--- config.mk ---
export PLATFORM = sky130hd
export DESIGN_NAME = stream_mux_nto1
export DESIGN_NICKNAME = d
export VERILOG_FILES = /design/src/rtl/stream_mux_pkg.sv /design/src/rtl/stream_mux_nto1_rr_arbiter.sv /design/src/rtl/stream_mux_nto1.sv
export SDC_FILE = /design/constraint.sdc
export NUM_CORES = 1
export LEC_CHECK = 0
export CORE_MARGIN = 5
export CORE_UTILIZATION = 37
export CTS_CLUSTER_DIAMETER = 200
export DETAILED_ROUTE_END_ITERATION = 10
export GPL_TIMING_DRIVEN = 0
export PLACE_DENSITY = 0.93
export SLEW_MARGIN = 20
export SYNTH_ARGS = -nofsm -noshare
export SYNTH_HDL_FRONTEND = slang
export SYNTH_HIERARCHICAL = 1
export SYNTH_SLANG_ARGS = --single-unit
--- constraint.sdc ---
create_clock -name i_clk -period 3 [get_ports i_clk]
set_input_delay 0.9 -clock i_clk [delete_from_list [all_inputs] [get_ports i_clk]]
set_output_delay 0.9 -clock i_clk [all_outputs]
set_load 0.01 [all_outputs]
--- src/rtl/stream_mux_pkg.sv ---
// Shared types and helpers for the N-to-1 stream multiplexer.
package stream_mux_pkg;

  typedef enum logic {
    MODE_SEL = 1'b0,
    MODE_RR  = 1'b1
  } mux_mode_e;

  // Channel index width; a 1-bit index is kept even for degenerate counts.
  function automatic int ch_width(input int n);
    return (n <= 2) ? 1 : $clog2(n);
  endfunction

endpackage

--- src/rtl/stream_mux_nto1_rr_arbiter.sv ---
// Round-robin request search with a last-grant pointer; the pointer moves only on advance.
module rr_arbiter
  import stream_mux_pkg::*;
#(
  parameter  int NUM_CH = 4,
  localparam int CH_W   = ch_width(NUM_CH)
) (
  input  logic              clk_i,
  input  logic              rst_ni,
  input  logic [NUM_CH-1:0] req_i,
  input  logic              advance_i,
  output logic [NUM_CH-1:0] gnt_o,
  output logic [CH_W-1:0]   idx_o
);

  logic [CH_W-1:0] ptr_q;

  // Search starts one past the last grant and wraps, so the last winner has lowest priority.
  always_comb begin
    int  c;
    logic found;
    gnt_o = '0;
    idx_o = '0;
    found = 1'b0;
    c     = 0;
    for (int i = 1; i <= NUM_CH; i++) begin
      c = (int'(ptr_q) + i) % NUM_CH;
      if (!found && req_i[c]) begin
        found    = 1'b1;
        gnt_o[c] = 1'b1;
        idx_o    = CH_W'(c);
      end
    end
  end

  always_ff @(posedge clk_i or negedge rst_ni) begin
    if (!rst_ni) begin
      ptr_q <= CH_W'(NUM_CH - 1);
    end else if (advance_i) begin
      ptr_q <= idx_o;
    end
  end

endmodule

--- src/rtl/stream_mux_nto1.sv ---
// N-to-1 valid/ready stream mux with a registered output stage; select or round-robin.
// Handshake: a beat moves on channel k when i_valid[k] && o_ready[k]; the output beat
// leaves when o_valid && i_ready, and the register reloads only when empty or draining.
module stream_mux_nto1
  import stream_mux_pkg::*;
#(
  parameter  int        NUM_CH = 4,
  parameter  int        DATA_W = 8,
  parameter  mux_mode_e MODE   = MODE_SEL,
  localparam int        CH_W   = ch_width(NUM_CH)
) (
  input  logic                     i_clk,
  input  logic                     i_rst_n,
  input  logic [NUM_CH*DATA_W-1:0] i_data,
  input  logic [NUM_CH-1:0]        i_valid,
  output logic [NUM_CH-1:0]        o_ready,
  input  logic [CH_W-1:0]          i_sel,
  output logic [DATA_W-1:0]        o_data,
  output logic                     o_valid,
  output logic [CH_W-1:0]          o_ch,
  input  logic                     i_ready
);

  logic              load;
  logic              xfer;
  logic              run_q;
  logic [NUM_CH-1:0] cand_oh;
  logic [CH_W-1:0]   cand_idx;
  logic [DATA_W-1:0] pick_data;
  logic [DATA_W-1:0] data_d, data_q;
  logic [CH_W-1:0]   ch_d, ch_q;
  logic              valid_d, valid_q;

  generate
    if (MODE == MODE_RR) begin : g_rr
      logic unused_sel;
      assign unused_sel = ^i_sel;
      rr_arbiter #(.NUM_CH(NUM_CH)) u_arb (
        .clk_i    (i_clk),
        .rst_ni   (i_rst_n),
        .req_i    (i_valid),
        .advance_i(xfer),
        .gnt_o    (cand_oh),
        .idx_o    (cand_idx)
      );
    end else begin : g_sel
      always_comb begin
        cand_oh  = '0;
        cand_idx = i_sel;
        if (int'(i_sel) < NUM_CH) cand_oh[i_sel] = 1'b1;
      end
    end
  endgenerate

  assign load = !valid_q || i_ready;

  // run_q holds o_ready low through the first edge after reset release.
  assign o_ready = (i_rst_n && run_q && load) ? cand_oh : '0;
  assign xfer    = |(i_valid & o_ready);

  always_comb begin
    pick_data = '0;
    for (int k = 0; k < NUM_CH; k++) begin
      if (o_ready[k]) pick_data = i_data[k*DATA_W +: DATA_W];
    end
  end

  always_comb begin
    valid_d = valid_q;
    data_d  = data_q;
    ch_d    = ch_q;
    if (load) begin
      valid_d = xfer;
      if (xfer) begin
        data_d = pick_data;
        ch_d   = cand_idx;
      end
    end
  end

  always_ff @(posedge i_clk or negedge i_rst_n) begin
    if (!i_rst_n) begin
      run_q   <= 1'b0;
      valid_q <= 1'b0;
      data_q  <= '0;
      ch_q    <= '0;
    end else begin
      run_q   <= 1'b1;
      valid_q <= valid_d;
      data_q  <= data_d;
      ch_q    <= ch_d;
    end
  end

  assign o_valid = valid_q;
  assign o_data  = data_q;
  assign o_ch    = ch_q;

endmodule

# Word level (Yosys, flattened, before mapping)
# Cells that the tools add are included.
[totals]
out_inout_bits = 15
reg_bits = 12
[classes]
order_cmp = 2
n_reduce_logical = 7
bitwise_logic = 1
mux = 7
[op_table]
columns = ["op", "count"]
rows = [
  ["$mux 8", 4],
  ["$and 4x4->4", 1],
  ["$mux 4", 1],
  ["$reduce_or 4->1", 1],
  ["$logic_and 1x1->1", 3],
  ["$lt 2x3->1 const B", 1],
  ["$demux 1 s2", 1],
  ["$ge 2x1->1 const B", 1],
  ["$reduce_and 2->1", 1],
  ["$logic_not 1->1", 1],
  ["$logic_or 1x1->1", 1],
  ["$mux 1", 1],
]

# Longest topological paths before layout
# Gate-level depths: netlist of run 1.
[logic_depth]
depth_word = 9
mapped_depth = 5
ltp_nobuf = 4

# Worst setup path before layout of run 1
# OpenSTA, ideal clock, no wires.
[synth_path]
path_kind = "input to output"
from = "in i_ready"
to = "out o_ready[1]"
path_buffers = 0
path_slack_ps = 586
arrival_time_ps = 1514
cell_stages = 3
required_time_ps = 2100
path_cell_list = "nand2b_1 and2_1 and3_1"
[synth_between]
elab_chain_cells = 3
[synth_lines]
columns = ["element", "line", "rtl"]
rows = [
  ["from (decl)", "stream_mux_nto1.sv:21", "input logic i_ready"],
  ["$logic_or 1x1->1", "stream_mux_nto1.sv:55", "assign load = !valid_q || i_ready;"],
  ["$logic_and 1x1->1", "stream_mux_nto1.sv:58", "assign o_ready = (i_rst_n && run_q && load) ? cand_oh : '0;"],
  ["$mux 4", "stream_mux_nto1.sv:58", ""],
  ["to (decl)", "stream_mux_nto1.sv:16", "output logic [NUM_CH-1:0] o_ready,"],
]
# No other way between the ends.

# Final worst setup path of run 1
[layout_path]
from = "in i_ready"
to = "out o_ready[0]"
# Same word-level chain as after synthesis.

==> results of run 1 <==
-- layer usage --
| metal | share of wire (%) | wire (µm) | global-route usage [%] |
|---|---|---|---|
| met3 | 5.7 | 146 | 5.10 |
| met4 | 1.3 | 33 | 4.07 |
| met2 | 55 | 1400 | 33.4 |
| met1 | 38 | 977 | 18.0 |
| met5 | 0 | 0 | 0 |
-- stage by stage --
stage          instance area [µm²]  util (%)  total power [W]  hold slack, ns  setup TNS, ns
4_1_cts                       1400      70.5         0.000572           0.509              0
6_report                      1380      69.8         0.000568           0.506              0
2_1_floorplan                  785         -         0.000307           0.546              0
3_5_place_dp                  1360      68.6         0.000447           0.500          -3.40
5_1_grt                       1380      69.8         0.000601           0.516              0
3_3_place_gp                  1360      68.6         0.000441           0.496          -3.27
-- area by class of cell --
type / instances / area (µm²) / share of cell area, %
inverters: 1 / 3.75 / 0.271
multi-input cells: 57 / 469 / 33.9
plain buffers: 3 / 21.3 / 1.54
flip-flops and latches: 12 / 300 / 21.7
repair buffers: 54 / 518 / 37.5
well taps: 27 / 33.8 / 2.44
clock buffers: 4 / 36.3 / 2.62
-- synthesized netlist by cell type (all sizes together) (2+ instances only) --
master	instances
mux2i	10
dfrtp	12
buf	3
nor3	3
and2	2
nor2	9
mux2	9
a221o	8
and3	2
nand2	5
a21oi	2
-- sequential cells by signal (all words and copies together), names as in the netlist --
name	count
run_q	1
o_ch	2
o_valid	1
o_data	8
-- cells by family after synthesis --
group	Yosys count	share of synthesized area, %
flops	12	38.3
compound gates	11	12.1
simple gates	26	19.3
buf+inv	4	3.19
mux	19	26.6
other cells	1	0.478
-- critical path: cells and delay by family --
kind,cells,cell delay (ns)
AND/OR/NAND/NOR,3,0.39
buffers and inverters,2,0.75
-- worst paths after layout --
path,end,slack (ns),cells past startpoint
min in group i_clk,o_data[0]$_DFFE_PN0P_,0.52,1
min reg2reg,o_data[0]$_DFFE_PN0P_,0.52,1
max,o_ready[0],0.06,5
max in group asynchronous,o_ch[1]$_DFFE_PN0P_,2.27,1
min,o_data[5]$_DFFE_PN0P_,0.51,1
max reg2reg,o_data[6]$_DFFE_PN0P_,1.62,4
-- where the power goes --
group          switching [W]  internal (W)  total [W]
sequential         0.0000219      0.000194   0.000216
combinational      0.0000783      0.000149   0.000227
clock              0.0000510     0.0000738   0.000125
-- what timing repair did --
| item | in CTS | in global routing |
|---|---|---|
| setup endpoints to repair | 4 | 3 |
| gates resized for setup | 16 | 4 |
| hold buffers | 0 | 0 |
==> results.sh, run 1 <==
export IMPL_synth_distinct_cells=22
export IMPL_clk_latency_ns=0.27
export IMPL_tightest_slew_ns=0.493
export IMPL_final_antenna_net_count=0
export IMPL_drc=0
export IMPL_power_density_nw_per_um2=411
export IMPL_cts_sinks=12
export IMPL_cpPeakStageDelay_ns=0.46
export IMPL_drt_pre_antenna_iters=4
export IMPL_netlist_instances=73
export IMPL_status="finished clean"
export IMPL_post_cts_buffers=0
export IMPL_critical_path_class="primary input to output port"
export IMPL_vias=807
export IMPL_io_pins=56
export IMPL_fin_skew_ns=0.00302
export IMPL_avgSynthCellArea_um2=10.7
export IMPL_post_drt_wl_per_cell_um=16.2
export IMPL_syn2layout_area_growth_pct=76.2
export IMPL_cts_tree="yes"
export IMPL_mostFrequentLayoutCell="clkdlybuf4s50_1"
export IMPL_die_area_um2=3140
export IMPL_layout_common_cells="clkdlybuf4s50_1, dfrtp_1, mux2i_1"
export IMPL_relSlewSlack_pct=66.9
export IMPL_dr_first_iter_drc_count=7
export IMPL_mappedNetlistNets=114
export IMPL_r2r_start="run_q$_DFF_PN0_"
export IMPL_num_antenna_cells=0
export IMPL_cp_startpoint="i_ready"
export IMPL_synth_ff_type="dfrtp_1"
export IMPL_rsz0062_at_grt="false"
export IMPL_synth_seq_cells=12
export IMPL_finalCritPeriodShare_pct=97.8
export IMPL_antenna_found_initial=0
export IMPL_grt_pass1_vias=921
export IMPL_num_rows=16
export IMPL_clockBufferDepth=2
export IMPL_irDropWorstVdd_mv=0.319
export IMPL_synth_top_area_share_pct=38.3
export IMPL_crit_path_start_kind="primary input"
export IMPL_cts_made_buffers=3
export IMPL_nFillCells=146
export IMPL_async_reset_ff_share_pct=100
export IMPL_yosysWarnings=6
export IMPL_maxSlewViolCount=0
export IMPL_grt_start_max_net_pins=15
export IMPL_hpwlAfterDp_mm=2.08
export IMPL_h_tree_depth=1
export IMPL_die_w_um=56.0
export IMPL_track_usage_pct=17.3
export IMPL_io_buffers=54
export IMPL_dp_slack_ns=-0.929
export IMPL_gp_congestion=0.737
export IMPL_ys_seq_area_share_pct=38.3
export IMPL_layout_drive_gt1_share_pct=19.8
export IMPL_required_ns=2.10
export IMPL_core_area_um2=1980
export IMPL_place_inst=154
export IMPL_grt_pass1_wl_mm=4.29
export IMPL_fin_crit_ns=2.94
export IMPL_timing_fmax_mhz=341
export IMPL_clk_pin_slew_ns=0.07
export IMPL_crit_chain="clkdlybuf4s50_1, nand2b_4, nand2_1, nor3_1, dlygate4sd2_1"
export IMPL_min_path_type="primary input to async pin"
export IMPL_yosysTopAreaCell="dfrtp_1"
export IMPL_cp_max_fo=5
export IMPL_max_cap_viol_count=0
export IMPL_fin_ws_ns=0.0645
export IMPL_synth_area_um2=785
export IMPL_clockRootBuffer="clkbuf_4"
export IMPL_final_cells=158
export IMPL_synth_area_leaders="dfrtp_1, mux2i_1, a221o_1"
export IMPL_finalSetupViolCount=0
export IMPL_nNetsFinal=173
export IMPL_synth_edf_count=0
export IMPL_crit_path_end_kind="output port"
export IMPL_power_leakage_nw=0.618
export IMPL_slowest_stage="clkdlybuf4s50_1"
export IMPL_finalWirelength_mm=2.56
export IMPL_start_util_pct=39.6
export IMPL_crit_arrival_ns=2.04
export IMPL_die_height_um=56.0
export IMPL_via_per_inst=5.11
export IMPL_hold_viol=0
export IMPL_grt_overflow=0
(Power assumes the default switching activity.)
==> inputs of run 2 (changes only) <==
--- a/config.mk
+++ b/config.mk
@@ -6,11 +6,11 @@
 export NUM_CORES = 1
 export LEC_CHECK = 0
 export CORE_MARGIN = 5
-export CORE_UTILIZATION = 37
+export CORE_UTILIZATION = 34
 export CTS_CLUSTER_DIAMETER = 200
 export DETAILED_ROUTE_END_ITERATION = 10
 export GPL_TIMING_DRIVEN = 0
-export PLACE_DENSITY = 0.93
+export PLACE_DENSITY = 0.87
 export SLEW_MARGIN = 20
 export SYNTH_ARGS = -nofsm -noshare
 export SYNTH_HDL_FRONTEND = slang
==> constraint.sdc (replaced) <==
create_clock -name i_clk -period 2.8 [get_ports i_clk]
set_input_delay 0.84 -clock i_clk [delete_from_list [all_inputs] [get_ports i_clk]]
set_output_delay 0.84 -clock i_clk [all_outputs]
set_load 0.01 [all_outputs]
==> run 2 against run 1 <==
Against the previous run:
- utilization decreased by 6.6 points
- via count increased by 2.9%
- non-clock buffer count increased by 4
- register-to-register slack got worse by 0.25 ns
- sequential share of layout area decreased by 0.21 points
- cell count increased by 2.5%
- largest power group unchanged
==> results.sh, run 2 (same netlist as run 1, synthesis figures left out) <==
export IMPL_status="finished clean"
export IMPL_fin_setup_tns_ns=0
export IMPL_nNetsFinal=177
export IMPL_layout_drive_gt1_share_pct=22.4
export IMPL_power_leakage_nw=0.628
export IMPL_core_area_um2=2210
export IMPL_power_density_nw_per_um2=417
export IMPL_io_buffers=54
export IMPL_hpwlAfterDp_mm=1.99
export IMPL_rsz0062_at_grt="false"
export IMPL_grt_pass1_vias=875
export IMPL_clk_pin_slew_ns=0.07
export IMPL_nFillCells=196
export IMPL_crit_buf_inv=2
export IMPL_mostFrequentLayoutCell="clkdlybuf4s50_1"
export IMPL_drc=0
export IMPL_h_tree_depth=1
export IMPL_antenna_found_initial=0
export IMPL_crit_path_start_kind="primary input"
export IMPL_min_path_type="primary input to async pin"
export IMPL_cts_made_buffers=3
export IMPL_post_drt_wl_per_cell_um=15.7
export IMPL_io_pins=56
export IMPL_cp_max_fo=5
export IMPL_finalWirelength_mm=2.55
export IMPL_gp_congestion=0.789
export IMPL_clockRootBuffer="clkbuf_4"
export IMPL_finalPower_w=0.000583
export IMPL_finalCritPeriodShare_pct=96.6
export IMPL_clockBufferDepth=2
export IMPL_multiInputGateArea_um2=469
export IMPL_maxSlewViolCount=0
export IMPL_crit_chain="clkdlybuf4s50_1, nand2b_4, and2_4, and3_1, buf_2"
export IMPL_via_per_inst=5.12
export IMPL_crit_family="buffers and inverters"
export IMPL_finalSetupViolCount=0
export IMPL_fin_skew_ns=0.00434
export IMPL_drt_pre_antenna_iters=4
export IMPL_num_antenna_cells=0
export IMPL_tightest_slew_ns=0.526
export IMPL_register_area_um2=300
export IMPL_slowest_stage="clkdlybuf4s50_1"
export IMPL_largest_reg_flops=8
export IMPL_fin_crit_ns=2.71
export IMPL_final_antenna_net_count=0
export IMPL_die_height_um=58.0
export IMPL_fin_ws_ns=0.0948
export IMPL_cpPeakStageDelay_ns=0.46
export IMPL_syn2layout_area_growth_pct=78.0
export IMPL_cts_tree="yes"
export IMPL_clk_latency_ns=0.26
export IMPL_dp_slack_ns=-1.00
export IMPL_postCtsHoldBufs=0
export IMPL_grt_start_max_net_pins=15
export IMPL_dr_first_iter_drc_count=24
export IMPL_cts_sinks=12
export IMPL_irDropWorstVdd_mv=0.226
export IMPL_start_util_pct=35.5
export IMPL_num_rows=17
export IMPL_required_ns=1.96
export IMPL_critical_path_class="primary input to output port"
export IMPL_layout_common_cells="clkdlybuf4s50_1, dfrtp_1, mux2i_1"
export IMPL_relSlewSlack_pct=64.7
export IMPL_vias=830
export IMPL_crit_path_end_kind="output port"
export IMPL_timing_fmax_mhz=370
export IMPL_grt_pass1_wl_mm=4.13
export IMPL_hold_viol=0
export IMPL_grt_overflow=0
export IMPL_die_w_um=58.0
export IMPL_track_usage_pct=15.7
export IMPL_max_cap_viol_count=0
export IMPL_crit_arrival_ns=1.87
export IMPL_die_area_um2=3370
==> run 2: path summary, 6_finish.rpt <==
path / slack [ns] / endpoint / startpoint / cells after the start
max: 0.09 / o_ready[1] / i_ready / 5
min: 0.45 / o_data[1]$_DFFE_PN0P_ / i_rst_n / 1
max reg2reg: 1.37 / o_data[5]$_DFFE_PN0P_ / run_q$_DFF_PN0_ / 5
min reg2reg: 0.52 / o_data[3]$_DFFE_PN0P_ / o_data[3]$_DFFE_PN0P_ / 1
max in group asynchronous: 2.12 / o_valid$_DFFE_PN0N_ / i_rst_n / 1
min in group i_clk: 0.52 / o_data[3]$_DFFE_PN0P_ / o_data[3]$_DFFE_PN0P_ / 1
==> run 2: what timing repair did <==
action / 4_1_cts / 5_1_grt
gates cloned: 0 / 0
buffers inserted: 2 / 2
setup endpoints to repair: 4 / 3
resized for setup: 19 / 5
==> run 2: layout make-up <==
type,instances,area share (%)
Buffer,3,1.52
Tap cell,28,2.51
Timing Repair Buffer,58,39.0
Clock buffer,3,1.61
Inverter,1,0.269
Sequential cell,12,21.5
Multi-Input combinational cell,57,33.6
==> run 2: metal layers <==
layer / global-route usage (%) / routed length (µm)
met1: 19.2 / 1080
met2: 26.5 / 1200
met3: 5.35 / 270
met4: 3.97 / 0
met5: 0 / 0
==> run 2: worst register-to-register path, cell delays in order (launching register included) <==
cell	delay [ns]
dfrtp_1	0.34
and2_1	0.18
and2_4	0.18
buf_4	0.12
nand3_4	0.12
a221o_1	0.39
==> run 2: through the flow <==
step / hold WS [ns] / area (µm²) / cells / util [%]
after floorplan: 0.544 / 785 / 73 / -
after global placement: 0.498 / 1360 / 155 / 61.5
after detailed placement: 0.501 / 1360 / 155 / 61.5
after global routing: 0.462 / 1400 / 162 / 63.1
after CTS: 0.448 / 1400 / 160 / 63.1
final: 0.449 / 1400 / 162 / 63.1
==> run 2: power by group <==
part	internal, W	total [W]	switching (W)	leakage, nW
clock	0.0000497	0.000102	0.0000525	0.0138
sequential	0.000208	0.000231	0.0000224	0.149
combinational	0.000164	0.000250	0.0000862	0.465
total	0.000422	0.000583	0.000161	0.628
